`src/rtl/simplex_pkg.sv`:
```
// Shared definitions for the simplex solver and its tableau loader.
//   calc_nrows / calc_ncols : tableau geometry, also used by the solver
//   FP_ONE / FP_ZERO        : IEEE-754 single-precision constants
//   fp_neg                  : sign flip that writes both zeros as +0
//   loader_state_t          : loader FSM states
package simplex_pkg;

  localparam logic [31:0] FP_ONE  = 32'h3F80_0000;
  localparam logic [31:0] FP_ZERO = 32'h0000_0000;

  typedef enum logic [1:0] {
    ST_IDLE = 2'd0,
    ST_FILL = 2'd1,
    ST_DONE = 2'd2
  } loader_state_t;

  // Constraint rows: each equality becomes a +row and a -row.
  function automatic int calc_nrows(input int nrleqmax, input int nreqmax);
    return nrleqmax + 2 * nreqmax;
  endfunction

  // Columns: decision variables, one slack per constraint row, then RHS.
  function automatic int calc_ncols(input int ncoefmax, input int nrows);
    return ncoefmax + nrows + 1;
  endfunction

  // Negating a zero of either sign yields +0 so the solver never sees -0.
  function automatic logic [31:0] fp_neg(input logic [31:0] v);
    if (v[30:0] == 31'd0) return FP_ZERO;
    return {~v[31], v[30:0]};
  endfunction

endpackage

```
`src/rtl/simplex_row_buf.sv`:
```
// Holds the +row of the equality being loaded so the -row can be
// produced without re-reading the stream.
//   clk     : clock
//   wr_en   : write strobe
//   wr_addr : write index (coefficient index, or NCOEFMAX for RHS)
//   wr_data : word to store
//   rd_addr : read index
//   rd_data : combinational read data
module simplex_row_buf #(
  parameter int DATA_WIDTH = 32,
  parameter int DEPTH      = 3,
  parameter int ADDR_W     = $clog2(DEPTH)
) (
  input  logic                  clk,
  input  logic                  wr_en,
  input  logic [ADDR_W-1:0]     wr_addr,
  input  logic [DATA_WIDTH-1:0] wr_data,
  input  logic [ADDR_W-1:0]     rd_addr,
  output logic [DATA_WIDTH-1:0] rd_data
);

  logic [DATA_WIDTH-1:0] mem [DEPTH];

  always_ff @(posedge clk) begin
    if (wr_en) mem[wr_addr] <= wr_data;
  end

  assign rd_data = mem[rd_addr];

endmodule

```
`src/rtl/simplex_tableau_loader.sv`:
```
// Converts a serial LP problem stream into the initial simplex tableau,
// writing one cell per cycle in row-major order.
//   clk_i, rstn_i        : clock, asynchronous active-low reset
//   start_i, cfg_*_i     : load request and active problem dimensions
//   in_valid_i/in_data_i : stream words, accepted when in_ready_o is high
//   wr_en_o/row/col/data : registered tableau write port
//   busy_o               : load in progress
//   done_o, cfg_err_o    : completion / rejected-start pulses
module simplex_tableau_loader
  import simplex_pkg::*;
#(
  parameter int  DATA_WIDTH = 32,
  parameter int  NCOEFMAX   = 2,
  parameter int  NREQMAX    = 1,
  parameter int  NRLEQMAX   = 1,
  localparam int NROWS      = calc_nrows(NRLEQMAX, NREQMAX),
  localparam int NCOLS      = calc_ncols(NCOEFMAX, NROWS),
  localparam int ROW_W      = $clog2(NROWS + 1),
  localparam int COL_W      = $clog2(NCOLS),
  localparam int NCOEF_W    = $clog2(NCOEFMAX + 1),
  localparam int NRLEQ_W    = $clog2(NRLEQMAX + 1),
  localparam int NREQ_W     = $clog2(NREQMAX + 1)
) (
  input  logic                  clk_i,
  input  logic                  rstn_i,
  input  logic                  start_i,
  input  logic [NCOEF_W-1:0]    cfg_ncoef_i,
  input  logic [NRLEQ_W-1:0]    cfg_nrleq_i,
  input  logic [NREQ_W-1:0]     cfg_nreq_i,
  input  logic                  in_valid_i,
  input  logic [DATA_WIDTH-1:0] in_data_i,
  output logic                  in_ready_o,
  output logic                  wr_en_o,
  output logic [ROW_W-1:0]      wr_row_o,
  output logic [COL_W-1:0]      wr_col_o,
  output logic [DATA_WIDTH-1:0] wr_data_o,
  output logic                  busy_o,
  output logic                  done_o,
  output logic                  cfg_err_o
);

  localparam int          BUF_AW     = $clog2(NCOEFMAX + 1);
  localparam logic [31:0] L_NCOEFMAX = 32'(NCOEFMAX);
  localparam logic [31:0] L_NRLEQMAX = 32'(NRLEQMAX);
  localparam logic [31:0] L_NREQMAX  = 32'(NREQMAX);
  localparam logic [31:0] L_NROWS    = 32'(NROWS);
  localparam logic [31:0] L_RHS      = 32'(NCOLS - 1);

  loader_state_t         state, state_next;
  logic [ROW_W-1:0]      row, row_next;
  logic [COL_W-1:0]      col, col_next;
  logic [NCOEF_W-1:0]    ncoef, ncoef_next;
  logic [NRLEQ_W-1:0]    nrleq, nrleq_next;
  logic [NREQ_W-1:0]     nreq, nreq_next;

  logic                  cfg_bad, consume, buf_sel, advance;
  logic [DATA_WIDTH-1:0] cell_data, buf_rd;
  logic [BUF_AW-1:0]     buf_addr;
  logic [31:0]           r_x, c_x, eq_off;
  logic                  is_coef, is_rhs, is_slack;

  assign r_x      = 32'(row);
  assign c_x      = 32'(col);
  assign eq_off   = r_x - L_NRLEQMAX;
  assign is_coef  = c_x < 32'(ncoef);
  assign is_rhs   = c_x == L_RHS;
  assign is_slack = c_x == L_NCOEFMAX + r_x;
  assign buf_addr = is_rhs ? BUF_AW'(NCOEFMAX) : BUF_AW'(col);

  assign cfg_bad = (32'(cfg_ncoef_i) == 32'd0) || (32'(cfg_ncoef_i) > L_NCOEFMAX) ||
                   (32'(cfg_nrleq_i) > L_NRLEQMAX) || (32'(cfg_nreq_i) > L_NREQMAX);

  // Decode the cell at (row, col): whether it takes a stream word, whether
  // it feeds the equality buffer, and the value to write.
  always_comb begin
    consume   = 1'b0;
    buf_sel   = 1'b0;
    cell_data = FP_ZERO;
    if (r_x < L_NRLEQMAX) begin
      if (r_x < 32'(nrleq)) begin
        if (is_coef || is_rhs) begin
          consume   = 1'b1;
          cell_data = in_data_i;
        end else if (is_slack) begin
          cell_data = FP_ONE;
        end
      end
    end else if (r_x < L_NROWS) begin
      // eq_off[0] distinguishes the +row (even) from its negated twin.
      if ((eq_off >> 1) < 32'(nreq)) begin
        if (is_coef || is_rhs) begin
          if (!eq_off[0]) begin
            consume   = 1'b1;
            buf_sel   = 1'b1;
            cell_data = in_data_i;
          end else begin
            cell_data = fp_neg(buf_rd);
          end
        end else if (is_slack) begin
          cell_data = FP_ONE;
        end
      end
    end else begin
      if (is_coef) begin
        consume   = 1'b1;
        cell_data = fp_neg(in_data_i);
      end
    end
  end

  assign in_ready_o = (state == ST_FILL) && consume;
  assign advance    = (state == ST_FILL) && (!consume || in_valid_i);
  assign busy_o     = (state == ST_FILL);

  simplex_row_buf #(
    .DATA_WIDTH(DATA_WIDTH),
    .DEPTH     (NCOEFMAX + 1),
    .ADDR_W    (BUF_AW)
  ) u_row_buf (
    .clk    (clk_i),
    .wr_en  (advance && buf_sel),
    .wr_addr(buf_addr),
    .wr_data(in_data_i),
    .rd_addr(buf_addr),
    .rd_data(buf_rd)
  );

  // Next-state logic: latch the config on an accepted start, then walk
  // the tableau row-major, moving only when the current cell completes.
  always_comb begin
    state_next = state;
    row_next   = row;
    col_next   = col;
    ncoef_next = ncoef;
    nrleq_next = nrleq;
    nreq_next  = nreq;
    case (state)
      ST_IDLE: begin
        if (start_i && !cfg_bad) begin
          state_next = ST_FILL;
          row_next   = '0;
          col_next   = '0;
          ncoef_next = cfg_ncoef_i;
          nrleq_next = cfg_nrleq_i;
          nreq_next  = cfg_nreq_i;
        end
      end
      ST_FILL: begin
        if (advance) begin
          if (32'(col) == L_RHS) begin
            col_next = '0;
            if (32'(row) == L_NROWS) state_next = ST_DONE;
            else                     row_next   = row + ROW_W'(1);
          end else begin
            col_next = col + COL_W'(1);
          end
        end
      end
      ST_DONE: begin
        state_next = ST_IDLE;
        row_next   = '0;
      end
      default: state_next = ST_IDLE;
    endcase
  end

  // State, counters and the registered write/status outputs.
  always_ff @(posedge clk_i or negedge rstn_i) begin
    if (!rstn_i) begin
      state     <= ST_IDLE;
      row       <= '0;
      col       <= '0;
      ncoef     <= '0;
      nrleq     <= '0;
      nreq      <= '0;
      wr_en_o   <= 1'b0;
      wr_row_o  <= '0;
      wr_col_o  <= '0;
      wr_data_o <= '0;
      done_o    <= 1'b0;
      cfg_err_o <= 1'b0;
    end else begin
      state     <= state_next;
      row       <= row_next;
      col       <= col_next;
      ncoef     <= ncoef_next;
      nrleq     <= nrleq_next;
      nreq      <= nreq_next;
      wr_en_o   <= advance;
      if (advance) begin
        wr_row_o  <= row;
        wr_col_o  <= col;
        wr_data_o <= cell_data;
      end
      done_o    <= (state == ST_DONE);
      cfg_err_o <= (state == ST_IDLE) && start_i && cfg_bad;
    end
  end

endmodule

```
`config.mk`:
```
export PLATFORM = sky130hd
export DESIGN_NAME = simplex_tableau_loader
export DESIGN_NICKNAME = d
export VERILOG_FILES = /design/src/rtl/simplex_pkg.sv /design/src/rtl/simplex_row_buf.sv /design/src/rtl/simplex_tableau_loader.sv
export SDC_FILE = /design/constraint.sdc
export NUM_CORES = 1
export LEC_CHECK = 0
export ABC_AREA = 1
export ABC_CLOCK_PERIOD_IN_PS = 7200
export CAP_MARGIN = 20
export CORE_UTILIZATION = 45
export CTS_CLUSTER_DIAMETER = 60
export DETAILED_ROUTE_END_ITERATION = 10
export GPL_TIMING_DRIVEN = 0
export PLACE_DENSITY_LB_ADDON = 0.3
export SLEW_MARGIN = 5
export SYNTH_ARGS = -nofsm -noshare
export SYNTH_HDL_FRONTEND = slang
export SYNTH_SLANG_ARGS = --single-unit
```
`constraint.sdc`:
```
create_clock -name clk_i -period 7.2 [get_ports clk_i]
set_input_delay 2.16 -clock clk_i [delete_from_list [all_inputs] [get_ports clk_i]]
set_output_delay 2.16 -clock clk_i [all_outputs]
set_load 0.005 [all_outputs]
```
==> results.json <==
{
  "status": "finished clean",
  "required_ps": 5040,
  "fp-row-count": 44,
  "cts_tree": "yes",
  "swShare_pct": 40.0,
  "final_nets": 894,
  "clock.fmax_ghz": 0.181,
  "synthTopCellsByArea": "edfxtp_1 (42%), dfrtp_1 (18%), nand2_1 (10%)",
  "drive_gt1_share_pct": 8.10,
  "numCtsBuffers": 17,
  "fin_crit_ps": 5530,
  "dieArea_um2": 15900,
  "leakagePower_uw": 0.00354,
  "setup_ws_ps": 1670,
  "yosysTopAreaCellShare_pct": 41.6,
  "finalSetupViolCount": 0,
  "first_iter_violations": 598,
  "post_cts_resized": 0,
  "final-hold-violation-count": 0,
  "grtUsageTotal_pct": 25.3,
  "synthCells": 747,
  "port_buffers": 81,
  "synth_edf_count": 96,
  "slew_violations": 0,
  "synthTopCellsByCount": "nand2_1 (184), nor2_1 (121), edfxtp_1 (96)",
  "tns_ps": 0,
  "start_util_pct": 46.9,
  "crit_slowest_cell": "clkdlybuf4s50_1",
  "start_kind": "register",
  "post_drt_wl_per_cell_um": 18.4,
  "cts.sinks": 147,
  "finClkSkew_ps": 11.0,
  "ys_ff_latch": 147,
  "grt_pass1_vias": 5451,
  "p_sw_uw": 1410,
  "dp_hpwl_um": 13400,
  "antenna_left": 0,
  "relSlewSlack_pct": 53.0,
  "die_h_um": 126,
  "ys_types": 41,
  "comb_power_share_pct": 44.2,
  "ys_warn_count": 0,
  "areaGrowthSynthToFinish_pct": 24.8,
  "crit_chain": "inv_1 > clkbuf_1 > ha_1 > nand2_1 > nor3_1 > nand3_2 > a31oi_1 > clkdlybuf4s50_1",
  "internal-power_uw": 2120,
  "seqPwrFrac_pct": 32.2,
  "clk_latency_ps": 430,
  "routed_wl_um": 19300,
  "yosys.area.top_type": "edfxtp_1",
  "synth_flop_cell": "edfxtp_1",
  "post_cts_buffers": 0,
  "clk_pin_slew_ps": 50,
  "clkPwrFrac_pct": 23.6,
  "antenna_found_initial": 0,
  "synthArstFlopShare_pct": 34.7,
  "antenna_cells": 0,
  "die_x_um": 126,
  "gr-total-overflow": 0,
  "worst_setup_path_end_kind": "output pin",
  "drc": 0,
  "p_per_area_nw_per_um2": 410,
  "min_period_over_period_pct": 76.8,
  "crit_fanout": 10,
  "holdBufCountCts": 0,
  "crit_type": "reg -> out",
  "ir_drop_mv": 0.253,
  "arrival_ps": 3370,
  "cpPeakStageDelay_ps": 560,
  "syn_nets": 790,
  "tightest_slew_ps": 700,
  "seq_area_frac_synth_pct": 60.1,
  "syn_area_per_cell_um2": 9.27,
  "viasPerCell": 5.50,
  "cts_buffer_depth": 2,
  "grt_pass1_wl_um": 29800,
  "dp_slack_ps": 2150,
  "ioPinCount": 82,
  "cts_max_level": 4,
  "hold_class": "reg -> reg",
  "syn_area_um2": 6920,
  "core_area_um2": 14800,
  "cts_root_buf": "clkbuf_16",
  "num_vias": 5765,
  "dr.pass1.iters": 5,
  "maxCapViolations": 0,
  "rsz0062_at_grt": "false",
  "yosysMostFrequentCell": "nand2_1",
  "gp_congestion": 0.904,
  "grt_max_degree": 27
}
## cell type report
type | instances | area [um^2]
clock inverter | 6 | 56.3
tap | 184 | 230
sequential | 147 | 4160
inverter | 74 | 278
clock buffer | 26 | 499
multi-input combinational | 495 | 2340
buffer | 31 | 164
fill | 1273 | 6110
timing repair buffer | 85 | 908
## worst max-delay path: cells and delay by family (launching register included)
kind                       cells  cell delay, ps
and+or+nand+nor                3             890
DFF                            1             410
AOI/OAI and AO/OA              1             320
adders and majority gates      1             240
buffers and inverters          3            1070
## state kept, by name, summed over array words and instances, names as in the netlist, 2 cells and up
signal         flops
col                3
ncoef              2
row                2
state              2
u_row_buf.mem     96
wr_col_o           3
wr_data_o         32
wr_row_o           2
## routing by layer
layer	vias to the layer above	wire length [um]	global-route usage, %
li1	2719	-	-
met1	2693	8430	34.8
met2	304	8680	38.2
met3	49	1550	5.73
met4	0	591	12.0
met5	-	0	0
## cell families after synthesis
| group | Yosys count | share of synthesized area (%) |
|---|---|---|
| AOI/OAI and AO/OA | 129 | 11.5 |
| buffers and inverters | 105 | 6.38 |
| xor gates and xnor gates | 2 | 0.253 |
| adders and majority gates | 3 | 0.542 |
| DFF | 147 | 60.1 |
| and+or+nand+nor | 361 | 21.2 |
## stage by stage
stage	cell area, um^2	std cells	power, uW	utilization [%]	hold WS (ps)
finish	8640	1048	3540	58.6	472
global route	8640	1048	3740	58.6	488
global placement	7960	1012	2650	54.0	458
floorplan	6920	747	2040	-	442
CTS	8640	1048	3520	58.6	476
detailed placement	8080	1016	2680	54.8	463
## power groups by stage
stage	combinational [uW]	sequential [uW]	clock, uW
after floorplan	893	1140	0
after global placement	1490	1160	0
after detailed placement	1530	1150	0
after CTS	1540	1140	840
after global routing	1710	1160	872
final	1560	1140	834
## layout by cell type (no fill, tap or decap), drive strengths merged
master	n
a211oi	1
a21bo	1
a21boi	2
a21o	1
a21oi	26
a221oi	1
a22oi	16
a31oi	8
buf	28
bufinv	1
clkbuf	34
clkdlybuf4s50	80
clkinv	7
clkinvlp	1
dfrtp	51
edfxtp	96
ha	3
inv	71
nand2	190
nand3	31
nand4	6
nor2	123
nor3	6
nor4	4
o211ai	13
o21a	1
o21ai	45
o21bai	1
o221ai	6
o22ai	7
or2	1
xnor2	1
xor2	1
## path summary, 6_finish.rpt
| kind | slack, ps | start | endpoint | cells past startpoint |
|---|---|---|---|---|
| max in group asynchronous | 4870 | rstn_i | wr_data_o[9]$_DFFE_PN0P_ | 2 |
| min in group asynchronous | 1750 | rstn_i | wr_col_o[1]$_DFFE_PN0P_ | 1 |
| hold / removal | 470 | nreq$_DFFE_PN0P_ | nreq$_DFFE_PN0P_ | 2 |
| setup reg to reg | 3620 | row[0]$_DFFE_PN0P_ | u_row_buf.mem[1][31]$_DFFE_PP_ | 10 |
| setup / recovery | 1670 | row[0]$_DFFE_PN0P_ | in_ready_o | 8 |
| hold reg to reg | 470 | nreq$_DFFE_PN0P_ | nreq$_DFFE_PN0P_ | 2 |
(Power assumes the default switching activity.)
